### src/rtl/program_loader.sv
// program_loader: streams valid/ready words into instruction memory from a base address and sequences cpu_en.
// Optional LOADER_CHECKSUM_EN: a trailer word after the image must equal the sum of the data words.
module program_loader #(
  parameter int DATA_W = 32,
  parameter int ADRS_W = 11
) (
  input  logic              clk,
  input  logic              resetn,
  input  logic              start,
  input  logic              halt,
  input  logic [ADRS_W-1:0] load_base,
  input  logic [ADRS_W:0]   load_len,
  input  logic              s_valid,
  input  logic [DATA_W-1:0] s_data,
  output logic              s_ready,
  output logic [DATA_W-1:0] w_instruction,
  output logic              w_enable,
  output logic [ADRS_W-1:0] w_adrs,
  output logic              cpu_en,
  output logic              busy,
  output logic              done,
  output logic              err,
  output logic [ADRS_W:0]   word_cnt
);
  typedef enum logic [1:0] {IDLE, LOAD, FLUSH, RUN} state_t;
  state_t            state;
  logic [ADRS_W-1:0] base;
  logic [ADRS_W:0]   len;
  logic              xfer, wr, fin, ok, oversize;
  assign xfer     = s_valid & s_ready;
  assign oversize = load_len > {1'b1, {ADRS_W{1'b0}}};
`ifdef LOADER_CHECKSUM_EN
  localparam logic ZERO_RUN = 1'b0;
  logic [DATA_W-1:0] sum;
  // once every data word is in, the next transfer is the trailer
  assign wr  = xfer && word_cnt != len;
  assign fin = xfer && word_cnt == len;
  assign ok  = s_data == sum;
`else
  localparam logic ZERO_RUN = 1'b1;
  assign wr  = xfer;
  assign fin = xfer && (word_cnt + (ADRS_W+1)'(1)) == len;
  assign ok  = 1'b1;
`endif
  always_ff @(posedge clk or negedge resetn) begin
    if (!resetn) begin
      state         <= IDLE;
      base          <= '0;
      len           <= '0;
      s_ready       <= 1'b0;
      w_instruction <= '0;
      w_enable      <= 1'b0;
      w_adrs        <= '0;
      cpu_en        <= 1'b0;
      busy          <= 1'b0;
      done          <= 1'b0;
      err           <= 1'b0;
      word_cnt      <= '0;
`ifdef LOADER_CHECKSUM_EN
      sum           <= '0;
`endif
    end else begin
      w_enable <= wr;
      done     <= 1'b0;
      if (wr) begin
        w_adrs        <= base + word_cnt[ADRS_W-1:0];
        w_instruction <= s_data;
        word_cnt      <= word_cnt + (ADRS_W+1)'(1);
`ifdef LOADER_CHECKSUM_EN
        sum           <= sum + s_data;
`endif
      end
      case (state)
        IDLE, RUN: begin
          if (start && oversize) begin
            err    <= 1'b1;
            state  <= IDLE;
            cpu_en <= 1'b0;
          end else if (start) begin
            err      <= 1'b0;
            base     <= load_base;
            len      <= load_len;
            word_cnt <= '0;
`ifdef LOADER_CHECKSUM_EN
            sum      <= '0;
`endif
            if (ZERO_RUN && load_len == '0) begin
              state  <= RUN;
              cpu_en <= 1'b1;
              done   <= 1'b1;
            end else begin
              state   <= LOAD;
              s_ready <= 1'b1;
              busy    <= 1'b1;
              cpu_en  <= 1'b0;
            end
          end else if (state == RUN && halt) begin
            state  <= IDLE;
            cpu_en <= 1'b0;
          end
        end
        LOAD: begin
          if (fin) begin
            s_ready <= 1'b0;
            state   <= ok ? FLUSH : IDLE;
            busy    <= ok;
            err     <= !ok;
          end
        end
        FLUSH: begin
          state  <= RUN;
          busy   <= 1'b0;
          cpu_en <= 1'b1;
          done   <= 1'b1;
        end
      endcase
    end
  end
endmodule

### config.mk
export PLATFORM = sky130hd
export DESIGN_NAME = program_loader
export DESIGN_NICKNAME = d
export VERILOG_FILES = /design/src/rtl/program_loader.sv
export SDC_FILE = /design/constraint.sdc
export NUM_CORES = 1
export LEC_CHECK = 0
export BUFFER_PORTS_ARGS = -buffer_cell sky130_fd_sc_hd__buf_2
export CORE_MARGIN = 2
export CORE_UTILIZATION = 56
export CTS_CLUSTER_DIAMETER = 30
export DETAILED_ROUTE_END_ITERATION = 10
export PLACE_DENSITY_LB_ADDON = 0.05
export SLEW_MARGIN = 20
export SYNTH_ARGS = -nofsm -noshare
export SYNTH_HDL_FRONTEND = slang
export SYNTH_SLANG_ARGS = --single-unit
### constraint.sdc
create_clock -name clk -period 6.9 [get_ports clk]
set_input_delay 0 -clock clk [delete_from_list [all_inputs] [get_ports clk]]
set_output_delay 0 -clock clk [all_outputs]
set_load 0.02 [all_outputs]
==> results of run 1 <==
[how the worst max path moves through the flow]
stage,depth (start not counted),slack [ns],to,from
6_report,7,4.33,state[1]$_DFFE_PN0P_,word_cnt[0]$_DFF_PN0_
5_1_grt,8,4.18,state[1]$_DFFE_PN0P_,s_ready$_DFFE_PN0P_
4_1_cts,8,3.92,state[1]$_DFFE_PN0P_,s_ready$_DFFE_PN0P_
3_5_place_dp,8,3.95,state[1]$_DFFE_PN0P_,s_ready$_DFFE_PN0P_
3_3_place_gp,8,4.06,state[1]$_DFFE_PN0P_,s_ready$_DFFE_PN0P_
2_1_floorplan,7,4.45,state[0]$_DFFE_PN0P_,word_cnt[0]$_DFF_PN0_
[power by group]
| part | total, W | leakage (nW) | switching [W] | internal, W |
|---|---|---|---|---|
| sequential | 0.000750 | 1.07 | 0.000112 | 0.000638 |
| combinational | 0.000711 | 1.75 | 0.000417 | 0.000294 |
| clock | 0.000339 | 0.0947 | 0.000199 | 0.000140 |
[layout make-up]
cell class,count,area [um2],area share (%)
clock inverter,7,65.1,1.14
sequential,86,2150,37.8
inverter,15,56.3,0.989
clock buffer,9,124,2.18
multi-input combinational,366,1990,34.9
timing repair buffer,178,1180,20.8
tap,99,124,2.18
[cell usage in the layout (no fill, tap or decap), types with 2 or more instances in the layout]
master	Yosys	layout
or3_1	4	4
o211ai_1	2	2
nor3b_1	2	2
and3_1	2	2
inv_8	0	2
dfrtp_1	86	86
a31oi_1	4	4
nand3_1	3	3
inv_1	15	14
nor4_1	3	3
nor2_1	31	31
o21a_1	3	3
nand2_1	184	183
dlygate4sd3_1	0	56
xor2_1	12	12
o21ai_0	24	24
ha_1	15	15
nand2b_1	3	3
nor2b_1	2	2
buf_4	2	2
nand4_1	5	5
a21o_1	3	3
inv_6	0	3
clkbuf_8	0	9
buf_2	2	119
nor3_1	7	7
o22ai_1	3	3
a21oi_1	13	12
xnor2_1	19	19
o31ai_1	4	4
a41oi_1	2	2
[logic make-up (layout without fill, tap and decap cells)]
family | count (synthesis) | count (layout) | share of synthesized area [%]
compound gates | 68 | 68 | 10.7
xor+xnor | 31 | 31 | 6.34
fa+ha+maj | 16 | 16 | 4.85
buf+inv | 37 | 209 | 3.48
flops | 86 | 86 | 50.2
mux | 1 | 1 | 0.234
simple gates | 250 | 250 | 24.2
[routing by layer]
metal	global-route usage [%]	vias to the layer above	share of wire, %
met5	0	-	0
met4	8.59	0	2.0
met3	5.39	20	4.1
met2	45.0	103	49
met1	32.8	1846	45
li1	-	1934	-
[stage by stage]
stage | util, % | hold WS [ns] | instance area, um2 | setup WS [ns] | power, W
CTS | 77.6 | 0.0257 | 5690 | 3.92 | 0.00181
detailed placement | 67.4 | 0.194 | 4940 | 3.95 | 0.00144
global route | 77.6 | 0.0910 | 5690 | 4.18 | 0.00194
floorplan | - | -0.296 | 4280 | 4.45 | 0.00125
global placement | 67.4 | 0.189 | 4940 | 4.06 | 0.00142
finish | 77.6 | 0.0413 | 5690 | 4.33 | 0.00180
[state kept, by name, indices dropped and copies added (netlist names), 2 cells and up]
name and flops:
w_instruction 32, base 11, len 12, w_adrs 11
word_cnt 12, state 2
[repair_timing]
item,in CTS,in global routing
setup buffers,0,0
hold endpoints to repair,141,0
hold buffers,56,0
[worst max-delay path, cell delays in order (launching register included)]
cell	delay (ns)
dfrtp_1	0.52
ha_1	0.34
nand3_4	0.16
or4_4	0.56
a221oi_4	0.36
a41oi_4	0.19
o21ai_0	0.20
o31ai_1	0.10
==> flow_summary_export.csv, run 1 <==
group,metric,value,unit
setup_path,reg2reg_depth,7,
power_and_ir_drop,p_per_area,316,nW/um2
routing,drt.antenna.violating_nets,0,
power_and_ir_drop,ir_worst_vdd,230,uV
hold_path,min_path_cells,3,
run,maxCapViolCount,0,
final_layout,fin_cells,760,
die,num_rows,31,
synth,synth_area_leader_cell,"dfrtp_1",
sta,fin_crit,2.57,ns
routing,vias,3903,
die,start_util,58.4,%
grt,grt_antenna_before_repair,0,
placed_design,hpwl,6590,um
clocking,cts_root_buf,"clkbuf_8",
setup_path,worstReg2RegStart,"word_cnt[0]$_DFF_PN0_",
synth,syn_inst,489,
synth,ys_seq_elements,86,
sta,tightest_slew,0.767,ns
sta,final-setup-viol-count,0,
clocking,cts_resized,0,
final_layout,area_delta_synth_final,32.9,%
grt,grt.overflow.total,0,
routing,drc_errors,0,
sta,slew_headroom,48.9,%
routing,drtIter0Drc,131,
setup_path,reg2reg_setup_slack,4.33,ns
synth,yosys_warnings,0,
clocking,cts_tree,"built",
clocking,cts.sinks,86,
sta,finalMaxSlewViolations,0,
die,die_x,91.5,um
sta,setup_tns,0,ns
setup_path,crit_type,"register to register",
synth,ys_seq_area_share,50.2,%
die,fp.dieH,91.5,um
hold_path,hold_path_class,"primary input to register",
power_and_ir_drop,p_leak,2.92,nW
sta,layout_worst_path_cycle_share,37.2,%
final_layout,diodes,0,
setup_path,cp-end-kind,"register",
status,status,"finished, final reports clean",
synth,synth.most_common_cell,"nand2_1",
sta,rsz0062_at_grt,"no",
synth,synth_top_area_share,50.2,%
synth,synth.distinct_cells,45,
final_layout,layout.nets,732,
final_layout,nFillCells,541,
synth,synth_edf_count,0,
sta,hold_viol,0,
grt,grt_max_degree,87,
synth,ys.flop_type,"dfrtp_1",
grt,grt_pass1_wl,17600,um
clocking,clk_pin_slew,0.10,ns
clocking,insertion_delay,0.36,ns
final_layout,layout-drive-gt1-share,22.2,%
hold_path,min_to,"s_ready$_DFFE_PN0P_",
routing,first_pass_iters,4,
routing,wl_per_cell,13.5,um
sta,max_clock_freq,390,MHz
clocking,h-tree-depth,3,
routing,viasPerCell,5.14,
setup_path,crit_fanout,10,
hold_path,holdCritStartpoint,"start",
die,fp.coreArea,7330,um2
placed_design,dp.cells,688,
setup_path,r2r-end,"state[1]$_DFFE_PN0P_",
setup_path,required,7.13,ns
synth,synth_area,4280,um2
placed_design,gp_congestion,0.840,
synth,yosys-top-cells-area,"dfrtp_1, nand2_1, ha_1",
setup_path,arrival,2.79,ns
setup_path,startpoint_type,"register",
synth,ys_top_cells_by_count,"nand2_1, dfrtp_1, nor2_1",
clocking,cts_max_path_buffers,2,
sta,clock_skew,0.0145,ns
die,die-area,8360,um2
synth,syn_nets,565,
clocking,cts_buffers,9,
die,pin_count,121,
grt,track_usage,26.1,%
placed_design,io_buffers,120,
routing,wl,10300,um
grt,grt_pass1_vias,3856,
synth,ys_async_sr_fraction,100,%
synth,synth.avg_cell_area,8.76,um2
Note: power is estimated with default switching activity, not from simulation.
==> run 2: changes to the inputs <==
--- a/config.mk
+++ b/config.mk
@@ -5,9 +5,10 @@
 export SDC_FILE = /design/constraint.sdc
 export NUM_CORES = 1
 export LEC_CHECK = 0
+export ABC_AREA = 1
 export BUFFER_PORTS_ARGS = -buffer_cell sky130_fd_sc_hd__buf_2
 export CORE_MARGIN = 2
-export CORE_UTILIZATION = 56
+export CORE_UTILIZATION = 48
 export CTS_CLUSTER_DIAMETER = 30
 export DETAILED_ROUTE_END_ITERATION = 10
 export PLACE_DENSITY_LB_ADDON = 0.05
==> constraint.sdc (replaced) <==
create_clock -name clk -period 2.35 [get_ports clk]
set_input_delay 0 -clock clk [delete_from_list [all_inputs] [get_ports clk]]
set_output_delay 0 -clock clk [all_outputs]
set_load 0.02 [all_outputs]
==> run 2 against run 1 <==
Via count grew 8.6%. Die area grew 19%. Critical path depth grew 5. Power grew to 4.5 times the previous value. Hold slack gained 0.014 ns. Critical endpoint is now s_ready$_DFFE_PN0P_.
==> flow_summary_export.csv, run 2 <==
group,metric,value,unit
grt,grt_max_degree,64,
setup_path,max_stage_delay,0.50,ns
routing,drt.antenna.violating_nets,0,
power_and_ir_drop,p_sw_share,47.2,%
die,pin_count,121,
clocking,clk_pin_slew,0.09,ns
status,status,"finished, final reports clean",
grt,grt.overflow.total,0,
clocking,cts_buffers,9,
synth,yosys-top-cells-area,"dfrtp_1, nand2_1, ha_1",
routing,vias,4240,
final_layout,layout.nets,809,
synth,ys.flop_type,"dfrtp_1",
sta,clock_skew,0.0167,ns
sta,finalMaxSlewViolations,0,
power_and_ir_drop,internal_power,0.00427,W
clocking,cts_resized,0,
routing,drc_errors,0,
routing,dr_wl_met2,5470,um
routing,drtIter0Drc,169,
sta,setup_tns,0,ns
power_and_ir_drop,p_leak,3.20,nW
final_layout,mostFrequentLayoutCells,"nand2_1, buf_2, dfrtp_1, dlygate4sd3_1, inv_1",
die,die_x,99.7,um
final_layout,layout-drive-gt1-share,22.1,%
synth,synth.avg_cell_area,7.91,um2
setup_path,arrival,2.33,ns
final_layout,finish.utilization,67.1,%
setup_path,cp-end-kind,"register",
die,num_rows,34,
setup_path,crit_fanout,8,
grt,grt_pass1_wl,19100,um
setup_path,worstPathCellList,"ha_1 -> nand3_1 -> nor2_2 -> nand3_1 -> nand3_1 -> nand2_1 -> nor2_2 -> nand2_2 -> o21ai_4 -> nand3_1 -> nand2_1 -> nand2_1",
sta,max_clock_freq,481,MHz
setup_path,slowest_stage,"dfrtp_1",
sta,layout_worst_path_cycle_share,88.4,%
final_layout,area_delta_synth_final,34.3,%
clocking,cts.sinks,86,
setup_path,crit_type,"register to register",
clocking,cts_tree,"built",
clocking,cts_root_buf,"clkbuf_8",
grt,grt_pass1_vias,4175,
synth,synth_edf_count,0,
placed_design,gp_congestion,0.901,
sta,final-setup-viol-count,0,
sta,fin_crit,2.08,ns
die,start_util,50.0,%
placed_design,io_buffers,120,
synth,syn_inst,556,
setup_path,required,2.60,ns
die,fp.dieH,99.7,um
routing,route.met3.wl,629,um
sta,hold_viol,0,
placed_design,hpwl,7560,um
hold_path,hold_path_class,"primary input to register",
synth,ys_top_cells_by_count,"nand2_1, dfrtp_1, inv_1",
synth,syn_nets,632,
synth,ys_seq_area_share,48.9,%
synth,synth_area_leader_cell,"dfrtp_1",
synth,ys_seq_elements,86,
setup_path,startpoint_type,"register",
grt,grt_antenna_before_repair,0,
routing,wl_per_cell,13.6,um
run,maxCapViolCount,0,
sta,setup_ws,0.272,ns
power_and_ir_drop,p_clk_share,14.2,%
die,die-area,9950,um2
synth,synth_top_area_share,48.9,%
final_layout,layout_commonest_cell,"nand2_1",
routing,dr.max_layer_used,"met4",
placed_design,dp_slack,0.293,ns
power_and_ir_drop,ir_worst_vdd,603,uV
power_and_ir_drop,pwr-share-comb,52.0,%
final_layout,fin_area,5910,um2
power_and_ir_drop,pwr-share-seq,33.8,%
clocking,h-tree-depth,3,
power_and_ir_drop,p_per_area,1370,nW/um2
final_layout,top_register,"w_instruction",
sta,rsz0062_at_grt,"no",
sta,hold_slack,0.0550,ns
grt,track_usage,23.9,%
routing,wl_met1,5190,um
power_and_ir_drop,p_sw,0.00381,W
final_layout,largest_reg_flops,32,
clocking,insertion_delay,0.36,ns
synth,synth.most_common_cell,"nand2_1",
sta,tightest_slew,0.634,ns
clocking,cts_max_path_buffers,2,
synth,synth_area,4400,um2
synth,ys_async_sr_fraction,100,%
final_layout,top_regs,"w_instruction: 32 flops, len: 12 flops, word_cnt: 12 flops",
synth,yosys_warnings,0,
sta,slew_headroom,57.7,%
routing,wl,11500,um
die,fp.coreArea,8810,um2
synth,synth.distinct_cells,31,
routing,viasPerCell,5.02,
placed_design,post_dp_cell_area,5130,um2
setup_path,crit_top_cell,"nand3_1",
final_layout,diodes,0,
routing,first_pass_iters,4,
## run 2: cell types whose count changed after synthesis, sizes merged, moves of 4 or more
| cell | change |
|---|---|
| nand3b | +4 |
| nand4 | +4 |
| inv | +30 |
| or3 | -4 |
| a211oi | +5 |
| o21ai | +7 |
| xnor2 | -18 |
| nand2 | +53 |
| xor2 | -6 |
| nand3 | +24 |
| buf | -4 |
## run 2: critical path: cells and delay by family (launching register included)
| family | cells | cell delay (ns) |
|---|---|---|
| and+or+nand+nor | 10 | 0.98 |
| DFF | 1 | 0.50 |
| adders and majority gates | 1 | 0.25 |
| AOI/OAI and AO/OA | 1 | 0.25 |
## run 2: power by group through the flow
stage	registers (W)	clock network (W)	logic (W)
after floorplan	0.00327	0	0.00233
after global placement	0.00274	0	0.00403
after detailed placement	0.00273	0	0.00413
after CTS	0.00272	0.00117	0.00421
after global routing	0.00282	0.00122	0.00473
final	0.00273	0.00115	0.00421
## run 2: what timing repair did
item                       CTS  global route
hold buffers                56             0
setup endpoints to repair    0             0
setup buffers                0             0
hold endpoints to repair   102             0
## run 2: cell families (layout without fill, tap and decap cells)
group	Yosys count	count (layout)	synth area share [%]
compound gates	64	64	8.28
xor+xnor	7	7	1.39
fa+ha+maj	16	16	4.72
buf+inv	61	242	5.29
flops	86	86	48.9
simple gates	322	322	31.4
## run 2: stage by stage
stage / total power (W) / instances
final: 0.00808 / 845
after global routing: 0.00877 / 845
after detailed placement: 0.00687 / 774
after global placement: 0.00677 / 774
after floorplan: 0.00560 / 556
after CTS: 0.00810 / 845
## run 2: final timing paths
check                                             start                            end  slack [ns]  cells after the start
setup / recovery                  word_cnt[0]$_DFF_PN0_            s_ready$_DFFE_PN0P_        0.27                     12
hold / removal                                    start                err$_DFFE_PN0P_        0.06                      5
setup reg to reg                  word_cnt[0]$_DFF_PN0_            s_ready$_DFFE_PN0P_        0.27                     12
hold reg to reg            w_instruction[1]$_DFFE_PN0P_   w_instruction[1]$_DFFE_PN0P_        0.48                      2
max in group asynchronous                        resetn             len[2]$_DFFE_PN0P_        1.49                      3
min in group asynchronous                        resetn  w_instruction[10]$_DFFE_PN0P_        0.21                      2
## run 2: area by class of cell
type	instances	area [um2]
Clock buffer	10	128
Clock inverter	5	85.1
Fill cell	753	2900
Inverter	45	169
Multi-Input combinational cell	409	2020
Sequential cell	86	2150
Tap cell	108	135
Timing Repair Buffer	182	1220
## run 2: layer usage
layer  vias to the layer above  global-route usage, %
met4                         0                   7.06
met3                        16                   5.27
met1                      1961                   31.9
li1                       2133                      -
met2                       130                   39.4
met5                         -                      0
